`src/rtl/rs_pkg.sv`:
```
// Shared definitions for the reservation-station dispatch allocator.
// Holds station encodings, default sizing constants and index-width helpers.
package rs_pkg;

  // Station select encoding carried by RSstation (2'b10 is unused and needs no entry)
  typedef enum logic [1:0] {
    RS_ALU  = 2'b00,
    RS_BR   = 2'b01,
    RS_NONE = 2'b11
  } rs_station_e;

  localparam int unsigned DEF_ALU_ENTRIES = 4;
  localparam int unsigned DEF_BR_ENTRIES  = 4;
  localparam int unsigned DEF_ROB_DEPTH   = 16;

  // Index width that never collapses to zero bits for single-entry structures
  function automatic int unsigned idx_w(input int unsigned n);
    return (n > 1) ? $clog2(n) : 1;
  endfunction

  localparam int unsigned DEF_ALU_IDX_W = idx_w(DEF_ALU_ENTRIES);
  localparam int unsigned DEF_BR_IDX_W  = idx_w(DEF_BR_ENTRIES);
  localparam int unsigned DEF_ROB_TAG_W = idx_w(DEF_ROB_DEPTH);
  localparam int unsigned DEF_ROB_CNT_W = $clog2(DEF_ROB_DEPTH) + 1;

endpackage

```
`src/rtl/rs_dispatch_allocator_if.sv`:
```
// Dispatch bus between the decode stage and the RS/ROB allocator.
// master: decode / issue / commit side (drives requests, releases, commit, flush)
// slave : allocator (returns grant, stall, allocated indices and ROB status)
interface rs_dispatch_allocator_if
  import rs_pkg::*;
#(
  parameter int unsigned ALU_ENTRIES = DEF_ALU_ENTRIES,
  parameter int unsigned BR_ENTRIES  = DEF_BR_ENTRIES,
  parameter int unsigned ROB_DEPTH   = DEF_ROB_DEPTH
);

  localparam int unsigned ALU_IDX_W = idx_w(ALU_ENTRIES);
  localparam int unsigned BR_IDX_W  = idx_w(BR_ENTRIES);
  localparam int unsigned ROB_TAG_W = idx_w(ROB_DEPTH);

  // Request side
  logic                 instValid;
  logic                 stationRequest;
  logic [1:0]           RSstation;
  logic                 robWrite;
  logic                 aluRelease;
  logic [ALU_IDX_W-1:0] aluReleaseIdx;
  logic                 brRelease;
  logic [BR_IDX_W-1:0]  brReleaseIdx;
  logic                 robCommit;
  logic                 flush;

  // Response side
  logic                 dispatchGrant;
  logic                 stall;
  logic [ALU_IDX_W-1:0] aluSlot;
  logic [BR_IDX_W-1:0]  brSlot;
  logic [ROB_TAG_W-1:0] robTag;
  logic                 robFull;
  logic                 robEmpty;

  modport master (
    output instValid, stationRequest, RSstation, robWrite,
           aluRelease, aluReleaseIdx, brRelease, brReleaseIdx,
           robCommit, flush,
    input  dispatchGrant, stall, aluSlot, brSlot, robTag, robFull, robEmpty
  );

  modport slave (
    input  instValid, stationRequest, RSstation, robWrite,
           aluRelease, aluReleaseIdx, brRelease, brReleaseIdx,
           robCommit, flush,
    output dispatchGrant, stall, aluSlot, brSlot, robTag, robFull, robEmpty
  );

endinterface

```
`src/rtl/lowest_free_finder.sv`:
```
// Priority encoder returning the lowest-index clear bit of a busy bitmap.
// Ports: busy (N-bit occupancy), free_c (some bit clear), idx_c (lowest clear index, 0 if none)
module lowest_free_finder
  import rs_pkg::*;
#(
  parameter int unsigned N = 4
) (
  input  logic [N-1:0]        busy,
  output logic                free_c,
  output logic [idx_w(N)-1:0] idx_c
);

  localparam int unsigned IDX_W = idx_w(N);

  // Scan from the top down so the lowest clear bit is the last one written
  always_comb begin
    free_c = 1'b0;
    idx_c  = '0;
    for (int i = N - 1; i >= 0; i--) begin
      if (!busy[i]) begin
        free_c = 1'b1;
        idx_c  = IDX_W'(i);
      end
    end
  end

endmodule

```
`src/rtl/rs_dispatch_allocator.sv`:
```
// Dispatch-side allocator for ALU/branch reservation stations and the ROB.
// Grants a decoded instruction in the same cycle when every resource it needs
// is free, otherwise stalls the front end; occupancy updates on the next edge.
// Ports: clk, reset (sync, active high), bus (slave side of the dispatch bus).
module rs_dispatch_allocator
  import rs_pkg::*;
#(
  parameter int unsigned ALU_ENTRIES = DEF_ALU_ENTRIES,
  parameter int unsigned BR_ENTRIES  = DEF_BR_ENTRIES,
  parameter int unsigned ROB_DEPTH   = DEF_ROB_DEPTH
) (
  input  logic                  clk,
  input  logic                  reset,
  rs_dispatch_allocator_if.slave bus
);

  localparam int unsigned ALU_IDX_W = idx_w(ALU_ENTRIES);
  localparam int unsigned BR_IDX_W  = idx_w(BR_ENTRIES);
  localparam int unsigned ROB_TAG_W = idx_w(ROB_DEPTH);
  localparam int unsigned ROB_CNT_W = $clog2(ROB_DEPTH) + 1;

  logic [ALU_ENTRIES-1:0] alu_busy_q, alu_busy_d;
  logic [BR_ENTRIES-1:0]  br_busy_q,  br_busy_d;
  logic [ROB_TAG_W-1:0]   rob_head_q, rob_head_d;
  logic [ROB_TAG_W-1:0]   rob_tail_q, rob_tail_d;
  logic [ROB_CNT_W-1:0]   rob_cnt_q,  rob_cnt_d;

  logic                 alu_free_c, br_free_c;
  logic [ALU_IDX_W-1:0] alu_idx_c;
  logic [BR_IDX_W-1:0]  br_idx_c;

  logic need_alu_c, need_br_c, need_rob_c;
  logic rob_full_c, rob_empty_c;
  logic grant_c, alloc_rob_c, retire_c;

  // Free-slot search works on pre-release state: a release is visible next cycle
  lowest_free_finder #(.N(ALU_ENTRIES)) u_alu_finder (
    .busy   (alu_busy_q),
    .free_c (alu_free_c),
    .idx_c  (alu_idx_c)
  );

  lowest_free_finder #(.N(BR_ENTRIES)) u_br_finder (
    .busy   (br_busy_q),
    .free_c (br_free_c),
    .idx_c  (br_idx_c)
  );

  // Resource need and grant decision
  always_comb begin
    need_alu_c  = bus.stationRequest && (bus.RSstation == RS_ALU);
    need_br_c   = bus.stationRequest && (bus.RSstation == RS_BR);
    need_rob_c  = bus.robWrite;
    rob_full_c  = (rob_cnt_q == ROB_CNT_W'(ROB_DEPTH));
    rob_empty_c = (rob_cnt_q == '0);
    // Reset is treated like flush so no grant escapes while state is being cleared
    grant_c     = bus.instValid && !bus.flush && !reset
                  && (!need_alu_c || alu_free_c)
                  && (!need_br_c  || br_free_c)
                  && (!need_rob_c || !rob_full_c);
    alloc_rob_c = grant_c && need_rob_c;
    retire_c    = bus.robCommit && !rob_empty_c;
  end

  assign bus.dispatchGrant = grant_c;
  assign bus.stall         = bus.instValid && !bus.flush && !reset && !grant_c;
  assign bus.aluSlot       = need_alu_c ? alu_idx_c : '0;
  assign bus.brSlot        = need_br_c  ? br_idx_c  : '0;
  assign bus.robTag        = rob_tail_q;
  assign bus.robFull       = rob_full_c;
  assign bus.robEmpty      = rob_empty_c;

  // Next-state: flush wipes everything and discards same-cycle release/commit
  always_comb begin
    alu_busy_d = alu_busy_q;
    br_busy_d  = br_busy_q;
    rob_head_d = rob_head_q;
    rob_tail_d = rob_tail_q;
    rob_cnt_d  = rob_cnt_q;

    if (bus.flush) begin
      alu_busy_d = '0;
      br_busy_d  = '0;
      rob_head_d = '0;
      rob_tail_d = '0;
      rob_cnt_d  = '0;
    end else begin
      // Release first so a different-entry allocation in the same cycle still lands
      if (bus.aluRelease) alu_busy_d[bus.aluReleaseIdx] = 1'b0;
      if (bus.brRelease)  br_busy_d[bus.brReleaseIdx]   = 1'b0;
      if (grant_c && need_alu_c) alu_busy_d[alu_idx_c] = 1'b1;
      if (grant_c && need_br_c)  br_busy_d[br_idx_c]   = 1'b1;

      // Power-of-two depth: pointers wrap by natural overflow
      if (alloc_rob_c) rob_tail_d = rob_tail_q + ROB_TAG_W'(1);
      if (retire_c)    rob_head_d = rob_head_q + ROB_TAG_W'(1);

      case ({alloc_rob_c, retire_c})
        2'b10:   rob_cnt_d = rob_cnt_q + ROB_CNT_W'(1);
        2'b01:   rob_cnt_d = rob_cnt_q - ROB_CNT_W'(1);
        default: rob_cnt_d = rob_cnt_q;
      endcase
    end
  end

  // State register
  always_ff @(posedge clk) begin
    if (reset) begin
      alu_busy_q <= '0;
      br_busy_q  <= '0;
      rob_head_q <= '0;
      rob_tail_q <= '0;
      rob_cnt_q  <= '0;
    end else begin
      alu_busy_q <= alu_busy_d;
      br_busy_q  <= br_busy_d;
      rob_head_q <= rob_head_d;
      rob_tail_q <= rob_tail_d;
      rob_cnt_q  <= rob_cnt_d;
    end
  end

  // Protocol checks: releasing a free entry or committing an empty ROB is an upstream bug
  always_ff @(posedge clk) begin
    if (!reset && !bus.flush) begin
      assert (!(bus.aluRelease && !alu_busy_q[bus.aluReleaseIdx]));
      assert (!(bus.brRelease  && !br_busy_q[bus.brReleaseIdx]));
      assert (!(bus.robCommit  && rob_empty_c));
    end
  end

endmodule

```
`src/flat_wrapper.sv`:
```
// flat-port wrapper written by rule: the top's interface ports become plain ports
module rs_dispatch_allocator_flat import rs_pkg::*;
#(
  parameter int unsigned ALU_ENTRIES = DEF_ALU_ENTRIES,
  parameter int unsigned BR_ENTRIES  = DEF_BR_ENTRIES,
  parameter int unsigned ROB_DEPTH   = DEF_ROB_DEPTH
)
  (clk, reset, bus_instValid, bus_stationRequest, bus_RSstation, bus_robWrite, bus_aluRelease, bus_aluReleaseIdx, bus_brRelease, bus_brReleaseIdx, bus_robCommit, bus_flush, bus_dispatchGrant, bus_stall, bus_aluSlot, bus_brSlot, bus_robTag, bus_robFull, bus_robEmpty);
  rs_dispatch_allocator_if #(.ALU_ENTRIES(ALU_ENTRIES), .BR_ENTRIES(BR_ENTRIES), .ROB_DEPTH(ROB_DEPTH)) bus_i ();
  input  logic clk;
  input  logic reset;
  input wire logic [$bits(bus_i.instValid)-1:0] bus_instValid;
  input wire logic [$bits(bus_i.stationRequest)-1:0] bus_stationRequest;
  input wire logic [$bits(bus_i.RSstation)-1:0] bus_RSstation;
  input wire logic [$bits(bus_i.robWrite)-1:0] bus_robWrite;
  input wire logic [$bits(bus_i.aluRelease)-1:0] bus_aluRelease;
  input wire logic [$bits(bus_i.aluReleaseIdx)-1:0] bus_aluReleaseIdx;
  input wire logic [$bits(bus_i.brRelease)-1:0] bus_brRelease;
  input wire logic [$bits(bus_i.brReleaseIdx)-1:0] bus_brReleaseIdx;
  input wire logic [$bits(bus_i.robCommit)-1:0] bus_robCommit;
  input wire logic [$bits(bus_i.flush)-1:0] bus_flush;
  output wire logic [$bits(bus_i.dispatchGrant)-1:0] bus_dispatchGrant;
  output wire logic [$bits(bus_i.stall)-1:0] bus_stall;
  output wire logic [$bits(bus_i.aluSlot)-1:0] bus_aluSlot;
  output wire logic [$bits(bus_i.brSlot)-1:0] bus_brSlot;
  output wire logic [$bits(bus_i.robTag)-1:0] bus_robTag;
  output wire logic [$bits(bus_i.robFull)-1:0] bus_robFull;
  output wire logic [$bits(bus_i.robEmpty)-1:0] bus_robEmpty;
  assign bus_i.instValid = bus_instValid;
  assign bus_i.stationRequest = bus_stationRequest;
  assign bus_i.RSstation = bus_RSstation;
  assign bus_i.robWrite = bus_robWrite;
  assign bus_i.aluRelease = bus_aluRelease;
  assign bus_i.aluReleaseIdx = bus_aluReleaseIdx;
  assign bus_i.brRelease = bus_brRelease;
  assign bus_i.brReleaseIdx = bus_brReleaseIdx;
  assign bus_i.robCommit = bus_robCommit;
  assign bus_i.flush = bus_flush;
  assign bus_dispatchGrant = bus_i.dispatchGrant;
  assign bus_stall = bus_i.stall;
  assign bus_aluSlot = bus_i.aluSlot;
  assign bus_brSlot = bus_i.brSlot;
  assign bus_robTag = bus_i.robTag;
  assign bus_robFull = bus_i.robFull;
  assign bus_robEmpty = bus_i.robEmpty;
  rs_dispatch_allocator #(.ALU_ENTRIES(ALU_ENTRIES), .BR_ENTRIES(BR_ENTRIES), .ROB_DEPTH(ROB_DEPTH)) u_core (.clk(clk), .reset(reset), .bus(bus_i));
endmodule
```
`config.mk`:
```
export PLATFORM = sky130hd
export DESIGN_NAME = rs_dispatch_allocator_flat
export DESIGN_NICKNAME = d
export VERILOG_FILES = /design/src/rtl/rs_pkg.sv /design/src/rtl/rs_dispatch_allocator_if.sv /design/src/rtl/lowest_free_finder.sv /design/src/rtl/rs_dispatch_allocator.sv /design/src/flat_wrapper.sv
export SDC_FILE = /design/constraint.sdc
export NUM_CORES = 1
export LEC_CHECK = 0
export ABC_AREA = 1
export CORE_ASPECT_RATIO = 2
export CORE_MARGIN = 1.5
export CORE_UTILIZATION = 45
export CTS_CLUSTER_SIZE = 40
export DETAILED_ROUTE_END_ITERATION = 10
export PLACE_DENSITY_LB_ADDON = 0.25
export SLEW_MARGIN = 20
export SYNTH_ARGS = -nofsm -noshare
export SYNTH_HDL_FRONTEND = slang
export SYNTH_HIERARCHICAL = 1
export SYNTH_SLANG_ARGS = --single-unit
export TNS_END_PERCENT = 100
```
`constraint.sdc`:
```
create_clock -name clk -period 2.05 [get_ports clk]
set_clock_uncertainty 0.2 [all_clocks]
set_input_delay 0.3075 -clock clk [delete_from_list [all_inputs] [get_ports clk]]
set_output_delay 0.3075 -clock clk [all_outputs]
set_load 0.01 [all_outputs]
```
# After elaboration in Yosys (flattened, before gate mapping)
# Cells that the tools add are included.
# W data, S select, Z words.
# classes
addsub,3
magnitude_cmp,8
n_eq_ne,4
n_mux,33
bitwise_logic,6
n_reduce_logical,31
# ops
op,count
$mux W4,6
$mux W2,10
$logic_and A1 B1 Y1,16
$lt A2 B3 Y1 const B,4
$mux W1,12
$pmux W5 S2,1
$and A4 B4 Y4,2
$demux W1 S2,4
$ge A2 B1 Y1 const B,4
$logic_not A1 Y1,8
$not A4 Y4,2
$or A4 B4 Y4,2
$add A5 B1 Y5 const B,1
$eq A5 B5 Y1 const B,1
$logic_not A5 Y1,1
$sub A5 B1 Y5 const B,1
$add A4 B1 Y4 const B,1
$eq A2 B1 Y1 const B,2
$logic_or A1 B1 Y1,3
$eq A2 B2 Y1 const B,1
$logic_not A2 Y1,1
$reduce_bool A2 Y1,1
$reduce_or A2 Y1,1
# word_totals
reg_bits,17
input_bits,15
out_inout_bits,12
elab_cells,89

# Longest topological paths before layout
# depth
word_depth,11
depth_mapped,19
mapped_depth_nobuf,19

# Hierarchy
# The synthesis kept the hierarchy.
# modules_own_cells
module,n_inst,cells_each,area_each_um2,seq_area_each_um2
rs_dispatch_allocator,1,157,1111.1,340.3
lowest_free_finder,2,9,36.3,0.0

# Least setup slack after synthesis
# OpenSTA, ideal clock, no wires.
# synth_path
kind,register to register
start,register u_core.alu_busy_q[3]
end,register u_core.rob_cnt_q[4]
setup_time_ns,0.113
t_arrival_ns,1.961
required_time_ns,1.737
slack_ns,-0.224
stages_incl_launch_ff,20
path_buffers,0
period_less_slack_ns,2.274
cell_sequence,dfxtp_1 -> nand2_1 -> inv_1 -> nand3_1 -> inv_1 -> nand3_1 -> nand2_2 -> nor2_8 -> nand3_2 -> ha_1 -> inv_1 -> fa_1 -> inv_1 -> nand3_1 -> nand2_1 -> nand2_1 -> nand3_1 -> nand2_1 -> nand2_1 -> nor2_1
# synth_between
elab_chain_len,11
elab_cells_between_ends,13
cone_classes,eq/ne (2); mux (5); reduce/logical (6)
# synth_rtl
element,line,source
from (decl),rs_dispatch_allocator.sv:22,"logic [ALU_ENTRIES-1:0] alu_busy_q, alu_busy_d;"
from (signal assigned),rs_dispatch_allocator.sv:115,alu_busy_q <= alu_busy_d;
$mux W1 (*) (4 in a row),lowest_free_finder.sv:20,if (!busy[i]) begin
net u_core.alu_free_c,rs_dispatch_allocator.sv:28,"logic alu_free_c, br_free_c;"
$logic_or A1 B1 Y1 (*),rs_dispatch_allocator.sv:58,&& (!need_alu_c || alu_free_c)
$logic_and A1 B1 Y1 (*),rs_dispatch_allocator.sv:58,
$logic_and A1 B1 Y1 (*),rs_dispatch_allocator.sv:59,&& (!need_br_c || br_free_c)
$logic_and A1 B1 Y1 (*),rs_dispatch_allocator.sv:60,&& (!need_rob_c || !rob_full_c);
$logic_and A1 B1 Y1 (*),rs_dispatch_allocator.sv:61,alloc_rob_c = grant_c && need_rob_c;
$eq A2 B1 Y1 / $eq A2 B2 Y1 (equally long branches),rs_dispatch_allocator.sv:98,"case ({alloc_rob_c, retire_c})"
$pmux W5 S2 / $reduce_bool A2 Y1 (equally long branches),n/a,
to (signal assigned),rs_dispatch_allocator.sv:119,rob_cnt_q <= rob_cnt_d;
to (decl),rs_dispatch_allocator.sv:26,"logic [ROB_CNT_W-1:0] rob_cnt_q, rob_cnt_d;"
# Mark *: on every way through the listed nets, which the timed path passes. The rest lies on a longest branch.
# A chain may end at the register's enable or synchronous reset.

# Worst setup path after layout
# layout_path
start,register u_core.rob_cnt_q[3]
end,register u_core.rob_cnt_q[4]
# layout_between
elab_chain_len,7
elab_cells_between_ends,14
cone_classes,add/sub (2); eq/ne (3); mux (1); reduce/logical (8)
# layout_rtl
element,line,source
$eq A5 B5 Y1,rs_dispatch_allocator.sv:54,rob_full_c = (rob_cnt_q == ROB_CNT_W'(ROB_DEPTH));
$logic_not A1 Y1,rs_dispatch_allocator.sv:60,
$logic_or A1 B1 Y1,rs_dispatch_allocator.sv:60,
$logic_and A1 B1 Y1,rs_dispatch_allocator.sv:60,
$logic_and A1 B1 Y1,rs_dispatch_allocator.sv:61,
$eq A2 B1 Y1 / $eq A2 B2 Y1 (equally long branches),rs_dispatch_allocator.sv:98,
$pmux W5 S2 / $reduce_bool A2 Y1 (equally long branches),n/a,
# Several ways; a longest one is shown, not always the timed one.

==> reports/qor.yml <==
run_status:
  status: "finished with violations"
  failed_checks: "negative setup slack"
global_route:
  grt_first_pass_wirelength_um: 5720
  grt_max_degree: 11
  track_usage_pct: 27.92
  antenna_found_initial: 0
  grt_pass1_vias: 1441
  overflow: 0
clock_network:
  cts.path.max_buffers: 2
  cts_root_buf: "clkbuf_8"
  htree_levels: 1
  cts_buffers: 3
  cts_tree: "built"
  cts_hold_buf: 0
  clkTransAtPathRegs_ps: 70
  clk_latency_ps: 250
  cts_sinks: 17
worst_setup_path:
  crit_buf_inv: 3
  worstSetupPathDepth: 14
  critPathTopFamily: "simple AND/OR/NAND/NOR gates"
  crit_top_cell: "nand2_1"
  critPathLaunchType: "flip-flop"
  path_cells: "nor2_4, nand2_1, o21ai_0, inv_1, ha_4, buf_4, ha_4, a21oi_4, buf_4, nand3_2, nand3_2, nand2_1, nand2_1, nor2_1"
  crit_slowest_cell: "dfxtp_1"
  crit_path_end_kind: "flip-flop"
  crit_start: "u_core/rob_cnt_q[3]"
  crit_type: "reg -> reg"
  crit_arrival_ps: 2200
  cp.required_ps: 2000
  ff2ff_path_depth: 14
  critPathMaxFanout: 4
  max_stage_delay_ps: 340
  worstReg2RegStart: "u_core/rob_cnt_q[3]"
die:
  die_w_um: 39.27
  core_mm2: 0.002537
  die_y_um: 75.53
  pin_count: 27
  die-area_mm2: 0.002966
  rows: 26
  initial_utilization_pct: 46.65
detailed_routing:
  drc: 0
  num_vias: 1421
  drt_wl_total_um: 3796
  wl_per_cell_um: 13.90
  ant_nets: 0
  drt-vias-per-instance: 5.205
  drtIter0Drc: 62
  dr.pass1.iters: 4
timing:
  timing.slew.headroom_pct: 81.60
  hold_violations: 0
  setup_ws_ps: -205.8
  rsz0062_at_grt: "true"
  holdWs_ps: 284.6
  timing.fmax_mhz: 443.3
  setup_viol: 3
  worst_slew_pin_slew_ps: 275.7
  fin_crit_sh_pct: 110.0
  slew_viol_final: 0
  min_period_ps: 2256
power:
  p_clk_share_pct: 30.8
  power_switching_mw: 0.2362
  pwr-share-comb_pct: 27.7
  intPower_mw: 0.5849
  powerDensity_mw_per_mm2: 421.3
  seqPwrFrac_pct: 41.6
  peakVddDrop_mv: 0.3929
  p_sw_share_pct: 28.77
  power_leakage_nw: 0.8661
synth:
  synthCells: 175
  synth_warnings: 6
  synth_top_cell_by_area: "dfxtp_1"
  ys_ff_latch: 17
  syn_nets: 196
  yosysTopAreaCellShare_pct: 28.75
  syn-mean-instance-area_um2: 6.764
  netlist_area_mm2: 0.001184
  yosysSeqAreaShare_pct: 28.75
  synth.area.top_cells: "dfxtp_1 (29%), inv_1 (12%), nand2_1 (8.6%)"
  yosysUniqueCellTypes: 25
hold_path:
  whs_path_depth: 2
  hp-start: "u_core/bus.robTag[2]"
  hold_path.class: "reg -> reg"
place:
  hpwl_um: 2678
  numPortBuffers: 26
  place_ws_ps: -609.7
  place.gp.congestion: 0.7983
final_layout:
  utilization_pct: 76.82
  antenna_cells: 0
  layout_common_cells: "buf_4 (41), inv_1 (33), nand2_1 (26), nor2_1 (17), dfxtp_1 (12)"
  nFillCells: 198
  drive_above_1_share_pct: 36.73
  area_growth_syn_to_layout_pct: 64.69
  final_common_cell: "buf_4"
  layout.nets: 267
run:
  maxCapViolCount: 0
## cell usage after synthesis
master	n
inv_1	38
nand4_1	11
nor3_2	1
fa_1	1
nor2_1	18
a21oi_2	1
o211ai_1	1
buf_6	2
nand3_2	2
dfxtp_1	17
xnor2_1	1
nand3_1	11
nand2_1	27
nand2_2	2
and2_1	1
inv_2	1
nor2_8	1
a21oi_1	14
nand4_4	1
ha_1	5
nor3_1	1
nand4_2	1
nor2_4	1
o21ai_0	12
nor2_2	4
## metrics by stage
stage / setup TNS [ps] / cells / power (mW) / instance area [um^2]
finish: -483.1 / 273 / 0.8212 / 1949
global route: -747.3 / 273 / 0.8581 / 1949
CTS: -491.6 / 268 / 0.8093 / 1896
detailed placement: -3755 / 259 / 0.5319 / 1723
global placement: -3183 / 259 / 0.5255 / 1723
floorplan: -147.0 / 175 / 0.4323 / 1210
## layer usage
layer / share of wire [%] / GRT usage [%]
met1: 31 / 22.75
met2: 61 / 57.96
met3: 5.0 / 1.749
met4: 3.8 / 16.09
met5: 0 / 0
## what timing repair did
action	in CTS	in global routing
pin swaps	17	8
setup buffers	5	5
setup endpoints to repair	12	8
gates cloned	0	0
resized for setup	47	9
## power groups by stage
stage / Sequential (mW) / Clock [mW] / Combinational (mW)
floorplan: 0.347 / 0 / 0.0851
global placement: 0.346 / 0 / 0.179
detailed placement: 0.347 / 0 / 0.185
CTS: 0.341 / 0.259 / 0.210
global route: 0.341 / 0.272 / 0.245
finish: 0.341 / 0.253 / 0.227
## sequential cells by signal (all words and copies together) (netlist names)
| signal | cells |
|---|---|
| u_core/rob_cnt_q | 5 |
| u_core/bus.robTag | 4 |
| u_core/alu_busy_q | 4 |
| u_core/br_busy_q | 4 |
## worst min-delay path, stage by stage (launching register included)
cell and delay [ps]:
dfxtp_1 330, inv_1 70, a21oi_2 50
## logic make-up (layout without fill, tap and decap cells)
family	after synthesis	after routing	share of synthesized area, %
and+or+nand+nor	82	82	36.89
AOI/OAI and AO/OA	28	28	12.37
adders and majority gates	6	6	6.977
buffers and inverters	41	111	14.27
DFF	17	17	28.75
xor gates and xnor gates	1	1	0.7401
## area by class of cell
class | instances | area, um^2 | area share [%]
clock inverter | 1 | 5.005 | 0.2567
clock buffer | 3 | 41.29 | 2.118
tap | 28 | 35.03 | 1.797
inverter | 39 | 148.9 | 7.638
timing repair buffer | 68 | 556.8 | 28.56
multi-input combinational | 117 | 815.8 | 41.85
sequential | 17 | 346.6 | 17.78
## final timing paths
| kind | slack, ps | to |
|---|---|---|
| hold / removal | 280 | u_core/bus.robTag[2] |
| hold reg to reg | 280 | u_core/bus.robTag[2] |
| setup reg to reg | -210 | u_core/rob_cnt_q[4] |
| setup / recovery | -210 | u_core/rob_cnt_q[4] |
(Power assumes the default switching activity.)
